--- config.mk ---
export PLATFORM = sky130hd
export DESIGN_NAME = ex_mem_pipe_stage
export DESIGN_NICKNAME = d
export VERILOG_FILES = /design/src/rtl/ex_mem_pipe_stage.sv
export SDC_FILE = /design/constraint.sdc
export NUM_CORES = 1
export LEC_CHECK = 0
export BUFFER_PORTS_ARGS = -buffer_cell sky130_fd_sc_hd__buf_2
export CORE_ASPECT_RATIO = 0.9
export CORE_MARGIN = 5
export CORE_UTILIZATION = 45
export CTS_CLUSTER_SIZE = 25
export DETAILED_ROUTE_END_ITERATION = 7
export HOLD_SLACK_MARGIN = 0.05
export PLACE_DENSITY = 0.69
export SETUP_SLACK_MARGIN = 0.3
export SYNTH_ARGS = -nofsm -noshare
export SYNTH_HDL_FRONTEND = slang
export SYNTH_SLANG_ARGS = --single-unit
--- constraint.sdc ---
create_clock -name clk -period 2 [get_ports clk]
set_input_delay 0.1 -clock clk [delete_from_list [all_inputs] [get_ports clk]]
set_output_delay 0.1 -clock clk [all_outputs]
set_load 0.02 [all_outputs]
--- src/rtl/ex_mem_pipe_stage.sv ---
// EX->MEM pipeline register with valid/ready handshake, optional one-entry skid
// buffer (registered in_ready) and flush that squashes held entries and the input.
module ex_mem_pipe_stage #(
  parameter int unsigned DATA_W     = 32,
  parameter int unsigned REG_ADDR_W = 5,
  parameter int unsigned TARGET_W   = 8,
  parameter int unsigned SKID       = 1
) (
  input  logic                  clk,
  input  logic                  reset,
  input  logic                  flush,
  input  logic                  in_valid,
  output logic                  in_ready,
  input  logic                  in_reg_write,
  input  logic                  in_mem_to_reg,
  input  logic                  in_mem_write,
  input  logic                  in_mem_read,
  input  logic                  in_branch_taken,
  input  logic [DATA_W-1:0]     in_alu_result,
  input  logic [DATA_W-1:0]     in_write_data,
  input  logic [REG_ADDR_W-1:0] in_write_reg,
  input  logic [DATA_W-1:0]     in_branch_target,
  output logic                  out_valid,
  input  logic                  out_ready,
  output logic                  out_reg_write,
  output logic                  out_mem_to_reg,
  output logic                  out_mem_write,
  output logic                  out_mem_read,
  output logic                  out_branch_taken,
  output logic [DATA_W-1:0]     out_alu_result,
  output logic [DATA_W-1:0]     out_write_data,
  output logic [REG_ADDR_W-1:0] out_write_reg,
  output logic [TARGET_W-1:0]   out_branch_target,
  output logic                  out_skid_full
);

  typedef struct packed {
    logic                  reg_write;
    logic                  mem_to_reg;
    logic                  mem_write;
    logic                  mem_read;
    logic                  branch_taken;
    logic [DATA_W-1:0]     alu_result;
    logic [DATA_W-1:0]     write_data;
    logic [REG_ADDR_W-1:0] write_reg;
    logic [TARGET_W-1:0]   branch_target;
  } entry_t;

  typedef enum logic [1:0] {EMPTY, ONE, TWO} state_e;

  state_e state_q, state_d;
  entry_t main_q, main_d;
  entry_t skid_q, skid_d;
  entry_t in_entry;
  logic   accept;
  logic   pop;
  logic   unused_target_hi;

  // Only the low TARGET_W bits of the target are carried downstream.
  assign unused_target_hi = ^in_branch_target;

  assign in_entry = '{
    reg_write:     in_reg_write,
    mem_to_reg:    in_mem_to_reg,
    mem_write:     in_mem_write,
    mem_read:      in_mem_read,
    branch_taken:  in_branch_taken,
    alu_result:    in_alu_result,
    write_data:    in_write_data,
    write_reg:     in_write_reg,
    branch_target: in_branch_target[TARGET_W-1:0]
  };

  assign out_valid = (state_q != EMPTY);
  assign in_ready  = (SKID != 0) ? (~reset & (state_q != TWO))
                                 : (~reset & (~out_valid | out_ready));
  assign accept    = in_valid & in_ready & ~flush;
  assign pop       = out_valid & out_ready;

  always_comb begin
    state_d = state_q;
    main_d  = main_q;
    skid_d  = skid_q;
    if (flush) begin
      state_d = EMPTY;
    end else begin
      unique case (state_q)
        EMPTY: begin
          if (accept) begin
            state_d = ONE;
            main_d  = in_entry;
          end
        end
        ONE: begin
          if (accept && pop) begin
            main_d = in_entry;
          end else if (accept) begin
            // Only reachable with SKID!=0: without a skid, in_ready requires a pop.
            state_d = TWO;
            skid_d  = in_entry;
          end else if (pop) begin
            state_d = EMPTY;
          end
        end
        TWO: begin
          if (pop) begin
            state_d = ONE;
            main_d  = skid_q;
          end
        end
        default: state_d = EMPTY;
      endcase
    end
  end

  always_ff @(posedge clk) begin
    if (reset) begin
      state_q <= EMPTY;
      main_q  <= '0;
      skid_q  <= '0;
    end else begin
      state_q <= state_d;
      main_q  <= main_d;
      skid_q  <= skid_d;
    end
  end

  assign out_reg_write     = out_valid & main_q.reg_write;
  assign out_mem_to_reg    = main_q.mem_to_reg;
  assign out_mem_write     = out_valid & main_q.mem_write;
  assign out_mem_read      = out_valid & main_q.mem_read;
  assign out_branch_taken  = out_valid & main_q.branch_taken;
  assign out_alu_result    = main_q.alu_result;
  assign out_write_data    = main_q.write_data;
  assign out_write_reg     = main_q.write_reg;
  assign out_branch_target = main_q.branch_target;
  assign out_skid_full     = (SKID != 0) && (state_q == TWO);

endmodule

# ---- Word-level counts from Yosys, hierarchy flattened
# Cells that the tools add are included.
dict set report word_totals {
  ramBits 0
  latch_bits 0
  input_bits 111
  register_bits 166
  memories 0
  out_inout_bits 85
  rom_bits 0
}
dict set report classes {
  n_bitwise 11
  shifts 0
  n_eq_ne 8
  n_mul 0
  addsub 0
  magnitude_cmp 0
  n_div 0
  reduce_logical 8
  muxes 10
}
# operator n
set op_table {}
lappend op_table {{82-bit 2-to-1 mux} 3}
lappend op_table {{82-bit case mux with 3 select lines} 1}
lappend op_table {{2-bit 2-to-1 mux} 5}
lappend op_table {{1-bit AND} 8}
lappend op_table {{2-bit != test, second input constant} 4}
lappend op_table {{4-bit AND reduction} 2}
lappend op_table {{2-bit case mux with 3 select lines} 1}
lappend op_table {{5-bit AND reduction} 1}
lappend op_table {{3-bit != test, second input constant} 1}
lappend op_table {{1-bit inverter} 3}
lappend op_table {{3-bit nonzero test} 1}
lappend op_table {{2-bit by 1-bit == test with 1-bit output, second input constant} 1}
lappend op_table {{2-bit == test, second input constant} 1}
lappend op_table {{2-bit zero test} 1}
lappend op_table {{2-bit by 1-bit != test with 1-bit output, second input constant} 1}
lappend op_table {{2-bit nonzero test} 1}
lappend op_table {{2-bit OR reduction} 1}
lappend op_table {{1-bit logical AND} 1}

# ---- Logic depth before layout (Yosys ltp)
# Gate-level depths: netlist of run 1.
dict set report depth {
  depth_word 7
  depth_mapped 7
  ltp_nobuf 3
}

# ---- Worst setup path before layout of run 1
# No wires, ideal clock.
dict set report synth_path {
  path_kind {reg2out}
  start {register state_q[0]}
  end {output in_ready}
  n_path_buf 3
  arrival_ps 1289
  required_ps 1900
  path_stages_with_launch 7
  setup_slack_ps 611
  cell_sequence {dfxtp_1 > nand2b_1 > buf_4 > buf_8 > buf_6 > inv_2 > nor2_1}
}
dict set report synth_between {
  elab_chain_cells 2
}
# element line_no
set synth_rtl {}
lappend synth_rtl {{start, declared} 51} ;# state_e state_q, state_d;
lappend synth_rtl {{start signal, assigned} 122} ;# state_q <= state_d;
lappend synth_rtl {{2-bit != test} 75} ;# assign in_ready = (SKID != 0) ? (~reset & (state_q != TWO))
lappend synth_rtl {{1-bit AND} 75}
lappend synth_rtl {{end, declared} 13} ;# output logic in_ready,
# No other way between the ends.

# ---- Worst setup path in the final report of run 1
dict set report layout_path {
  start {register state_q[1]}
  end {output in_ready}
}
# Same word-level chain as after synthesis.

==> flow_summary.toml, run 1 <==
[run_status]
status = "completed"

[die]
core_area_um2 = 17600
io_pins = 196
start_util = 0.457
rows = 46
fp.dieH_um = 137
die_x_um = 151
dieArea_um2 = 20700

[clock_network]
clock_path_buffers = 2
h-tree-depth = 4
root_buffer = "clkbuf_16"
cts_sinks = 166
clk_pin_slew_worst_paths_ns = 0.06
numCtsBuffers = 17
clock_latency_ns = 0.42
cts_tree = "built"

[global_route]
grt_pass1_vias = 7176
grt_util_all_layers = 0.224
grtUsageMet3 = 0.0394
use_met1 = 0.295
grt_pass1_wl_mm = 37.2
grt_max_degree = 128
grt_overflow = 0
grt_util_met2 = 0.376
antenna_found_initial = 0
gr-max-usage-layer = "met2"

[drt]
vias = 7202
wl_per_cell_um = 18.8
ant_nets = 0
first_pass_iters = 5
first_iter_violations = 530
remaining_drc_errors = 0
wl_mm = 23.3
viasPerCell = 5.81

[synthesis]
syn_nets = 983
syn_inst = 872
syn_avg_cell_area_um2 = 9.23
synth_area_um2 = 8050
yosysWarnings = 0
ys_types = 29
ys_ff_latch = 166
ys_seq_area_frac = 0.413

[sta]
tightest_slew_ns = 0.627
final_max_slew_viol_count = 0
clock_skew_ns = 0.00759
fin_crit_sh = 0.835
fmax_mhz = 599
fin_crit_ns = 1.67
setup_ws_ns = 0.329
setup_viol = 0
hold_violations = 0
slew_headroom = 0.582
rsz0062_at_grt = "true"
setup_tns_ns = 0

[placement]
gp_congestion = 0.758
port_buffers = 171
hpwl_mm = 13.3
place_ws_ns = 0.293

[layout]
largest_reg_flops = 82
fillers = 1534
largest_register = "skid_q"
antennaDiodeCount = 0
area_growth_pct = 23.5
utilization = 0.564
drive_gt1_frac = 0.244
fin_nets = 1097

[critical_path]
crit_arrival_ns = 1.57
cp.required_ns = 1.90
cp_max_fo = 26
slowest_delay_ns = 0.38
cp_slowest_cell = "dfxtp_4"
end_kind = "primary output"
path_cells = "buf_4 -> nand2b_4 -> buf_12 -> inv_2 -> nor2_1 -> buf_2"
path_class = "reg -> out"
start_kind = "register"

[job]
drv_cap = 0

[worst_hold_path]
hp-class = "in -> reg"

[power_and_ir_drop]
peakVddDrop_mv = 0.570
p_leak_nw = 4.23
powerDensity_nw_per_um2 = 802
[critical path: cells and delay by family (launching register included)]
family | cells | cell delay, ns
DFF | 1 | 0.38
and+or+nand+nor | 2 | 0.16
buffers and inverters | 4 | 0.59
[synthesized netlist by cell type]
library cell  instances  area (um2)
buf_6                 9         101
o21ai_0              10        50.1
nor4bb_1              1        10.0
and4bb_1              1        12.5
nand3_1              82         410
nor2_1                5        18.8
inv_1                 1        3.75
buf_1                 3        11.3
or3b_1                1        8.76
buf_2                48         240
nor2b_1               5        31.3
dfxtp_1             166        3320
nand2b_1              2        12.5
nand2_1               1        3.75
or2_1                 1        6.26
nand3b_1              1        7.51
buf_4                85         638
o21a_1                1        7.51
a311oi_1             82         718
a21oi_1              83         415
inv_2                 1        3.75
nand4bb_1             1        11.3
buf_8                 1        15.0
a31o_1                1        8.76
a211oi_1             83         623
clkbuf_4              2        15.0
mux2i_1              83         831
o21ai_1              72         360
clkbuf_1             40         150
[area by class of cell]
class	count	area (um2)	share of cell area
Clock buffer	20	457	0.0459
Clock inverter	12	175	0.0176
Inverter	2	7.51	0.000755
Multi-Input combinational cell	516	3630	0.365
Sequential cell	166	3330	0.335
Tap cell	240	300	0.0302
Timing Repair Buffer	283	2040	0.205
[what timing repair did]
| item | CTS | global route |
|---|---|---|
| pin swaps | 0 | 0 |
| endpoints found under the setup margin | 9 | 24 |
| endpoints found under the hold margin | 144 | 0 |
| buffers inserted | 1 | 0 |
| hold buffers | 84 | 0 |
| gates resized for setup | 4 | 2 |
[layer usage]
metal,part of all wire,wire length (um)
met3,0.065,1520
met4,0.011,265
met5,0,0
met1,0.44,10200
met2,0.49,11300
[cell usage in the layout (no fill, tap or decap), types with 2 or more instances in the layout]
master,count
clkbuf_8,2
a211oi_1,83
clkinv_2,4
mux2i_1,83
a311oi_1,82
a21oi_1,83
nor2_4,2
clkbuf_16,17
buf_2,170
buf_12,10
nor2_1,2
dfxtp_4,2
clkinv_4,3
dlygate4sd3_1,84
nand2b_4,2
nand3_1,82
bufinv_16,4
o21ai_1,72
buf_4,18
nor2b_1,4
dfxtp_1,164
o21ai_0,10
[worst paths after layout]
kind | from | end | slack (ns) | depth (start not counted)
max | state_q[1] | in_ready | 0.33 | 6
min | reset | skid_q[37] | 0.29 | 3
max reg2reg | state_q[1] | out_write_data[28] | 0.37 | 6
min reg2reg | skid_q[76] | skid_q[76] | 0.48 | 2
[logic make-up after synthesis]
group                  count (synthesis)  share of synthesized area
AO/OA/AOI/OAI                        332                      0.271
buffers and inverters                190                      0.146
flip-flops                           166                      0.413
AND/OR/NAND/NOR                      101                     0.0662
multiplexers                          83                      0.103
[power by group]
part,total [mW],internal [mW],leakage (nW),switching [mW]
sequential,3.46,3.40,1.35,0.0562
clock,3.51,2.16,0.314,1.35
combinational,1.00,0.419,2.57,0.585
total,7.97,5.98,4.23,1.99
[metrics by stage]
step	instance area, um2	hold WS (ns)	cells	power [mW]
3_5_place_dp	8450	0.371	1122	4.41
3_3_place_gp	8450	0.365	1122	4.39
2_1_floorplan	8050	0.173	872	4.17
6_report	9940	0.289	1239	7.97
5_1_grt	9940	0.287	1239	8.27
4_1_cts	9930	0.272	1239	8.04
No activity file was read; power rests on OpenSTA's default activity.
==> run 2: changes to the inputs <==
Settings changed: PLACE_DENSITY 0.69 to 0.72.
Clock period 2 ns to 1.4 ns, I/O delays scaled along.
==> flow_summary.toml, run 2 (synthesis gave the netlist of run 1 again) <==
[drt]
first_pass_iters = 8
vias = 7907
wl_per_cell_um = 21.8
remaining_drc_errors = 0
ant_nets = 0
viasPerCell = 6.10
first_iter_violations = 635
wl_mm = 28.3

[critical_path]
cp_max_fo = 5
crit_arrival_ns = 1.93
end_kind = "register"
startpoint = "state_q[1]"
critPathCapture = "out_alu_result[25]"
r2r-start = "state_q[1]"
rrSetupSlack_ns = -0.21
rr_endpoint = "out_alu_result[25]"
r2r_cells = 8
path_class = "reg -> reg"
start_kind = "register"
cp.required_ns = 1.72

[run_status]
violations = "negative setup slack"
status = "finished, violations left"

[global_route]
grt_util_all_layers = 0.255
grt_pass1_vias = 7610
antenna_found_initial = 2
grt_overflow = 0
grt_pass1_wl_mm = 41.5
grt_max_degree = 72

[sta]
setup_ws_ns = -0.208
final_max_slew_viol_count = 0
slew_headroom = 0.407
hold_ws_ns = 0.159
fmax_mhz = 622
rsz0062_at_grt = "true"
fin_crit_ns = 1.61
fin_crit_sh = 1.15
setup_viol = 169
tightest_slew_ns = 0.889
clock_skew_ns = 0.0110
hold_violations = 0
setup_tns_ns = -17.74

[clock_network]
root_buffer = "clkbuf_16"
clk_pin_slew_worst_paths_ns = 0.06
clock_latency_ns = 0.43
numCtsBuffers = 17
cts_sinks = 166
cts_tree = "built"
h-tree-depth = 4
clock_path_buffers = 2

[job]
drv_cap = 0

[layout]
fin_nets = 1156
regArea_um2 = 3330
instances_no_fill = 1296
area_growth_pct = 49.4
drive_gt1_frac = 0.442
utilization = 0.683
antennaDiodeCount = 0
final_cell_mix = "163 x dfxtp_1, 160 x buf_2, 84 x dlygate4sd3_1"
largest_register = "skid_q"
largest_reg_flops = 82
multiInputGateArea_um2 = 4580
final_common_cell = "dfxtp_1"
fillers = 1313

[placement]
port_buffers = 171
hpwl_mm = 13.8
numPlacedInstances = 1144
gp_congestion = 0.762

[power_and_ir_drop]
p_total_mw = 11.5
peakVddDrop_mv = 0.894
p_leak_nw = 4.81
powerDensity_nw_per_um2 = 959

[die]
dieArea_um2 = 20700
die_x_um = 151
fp.dieH_um = 137
io_pins = 196
rows = 46
start_util = 0.457
core_area_um2 = 17600

[worst_hold_path]
hp-class = "in -> reg"
-- run 2: cell types whose count changed in the layout (fill, tap and decap cells not counted), moves of 23 or more --
| cell | delta |
|---|---|
| buf_12 | +23 |
| a311oi_2 | +30 |
| a21oi_2 | +41 |
| a311oi_1 | -33 |
| nand3_1 | -60 |
| a211oi_2 | +26 |
| a211oi_1 | -26 |
| a21oi_1 | -41 |
| nand3_2 | +51 |
-- run 2: layout make-up --
cell class,instances,area share
Multi-Input combinational cell,517,0.381
Tap cell,240,0.0250
Clock inverter,7,0.00822
Clock buffer,23,0.0389
Sequential cell,166,0.277
Timing Repair Buffer,341,0.269
Inverter,2,0.00125
-- run 2: per-stage QoR --
stage	setup slack [ns]	instance area [um2]
global placement	-0.0363	9050
detailed placement	-0.0735	9050
floorplan	0.0820	8460
global route	-0.272	12000
finish	-0.208	12000
CTS	-0.129	11500
-- run 2: power breakdown --
part,switching (mW),total [mW],internal (mW)
registers,0.0963,4.96,4.87
logic,1.07,1.95,0.882
clock network,1.92,4.62,2.71
total,3.08,11.5,8.46
-- run 2: worst min-delay path by stage --
| stage | cells past startpoint | startpoint | slack, ns | to |
|---|---|---|---|---|
| CTS | 4 | in_valid | 0.09 | state_q[0] |
| global route | 4 | in_valid | 0.17 | state_q[0] |
| floorplan | 1 | out_ready | 0.13 | state_q[1] |
| finish | 4 | in_valid | 0.16 | state_q[0] |
| detailed placement | 3 | in_branch_target[1] | 0.34 | skid_q[1] |
| global placement | 3 | in_write_data[25] | 0.33 | skid_q[38] |
-- run 2: critical path, cell delays in order (launching register included) --
cell,delay [ns]
dfxtp_2,0.33
buf_4,0.13
buf_4,0.13
nor2_4,0.13
buf_12,0.13
buf_12,0.13
clkbuf_16,0.16
a311oi_2,0.09
a211oi_1,0.26
-- run 2: per-layer routing --
layer | track usage | vias up | part of all wire
li1 | - | 3582 | -
met1 | 0.340 | 3865 | 0.42
met2 | 0.411 | 405 | 0.48
met3 | 0.0576 | 51 | 0.084
met4 | 0.0821 | 4 | 0.018
met5 | 0 | - | 0.00088
-- run 2: repair_timing --
action / 4_1_cts / 5_1_grt
hold buffers: 84 / 0
pin swaps: 63 / 75
endpoints found under the hold margin: 163 / 0
buffers inserted: 19 / 2
resized for setup: 111 / 91
setup endpoints to repair: 172 / 177
gates cloned: 12 / 5
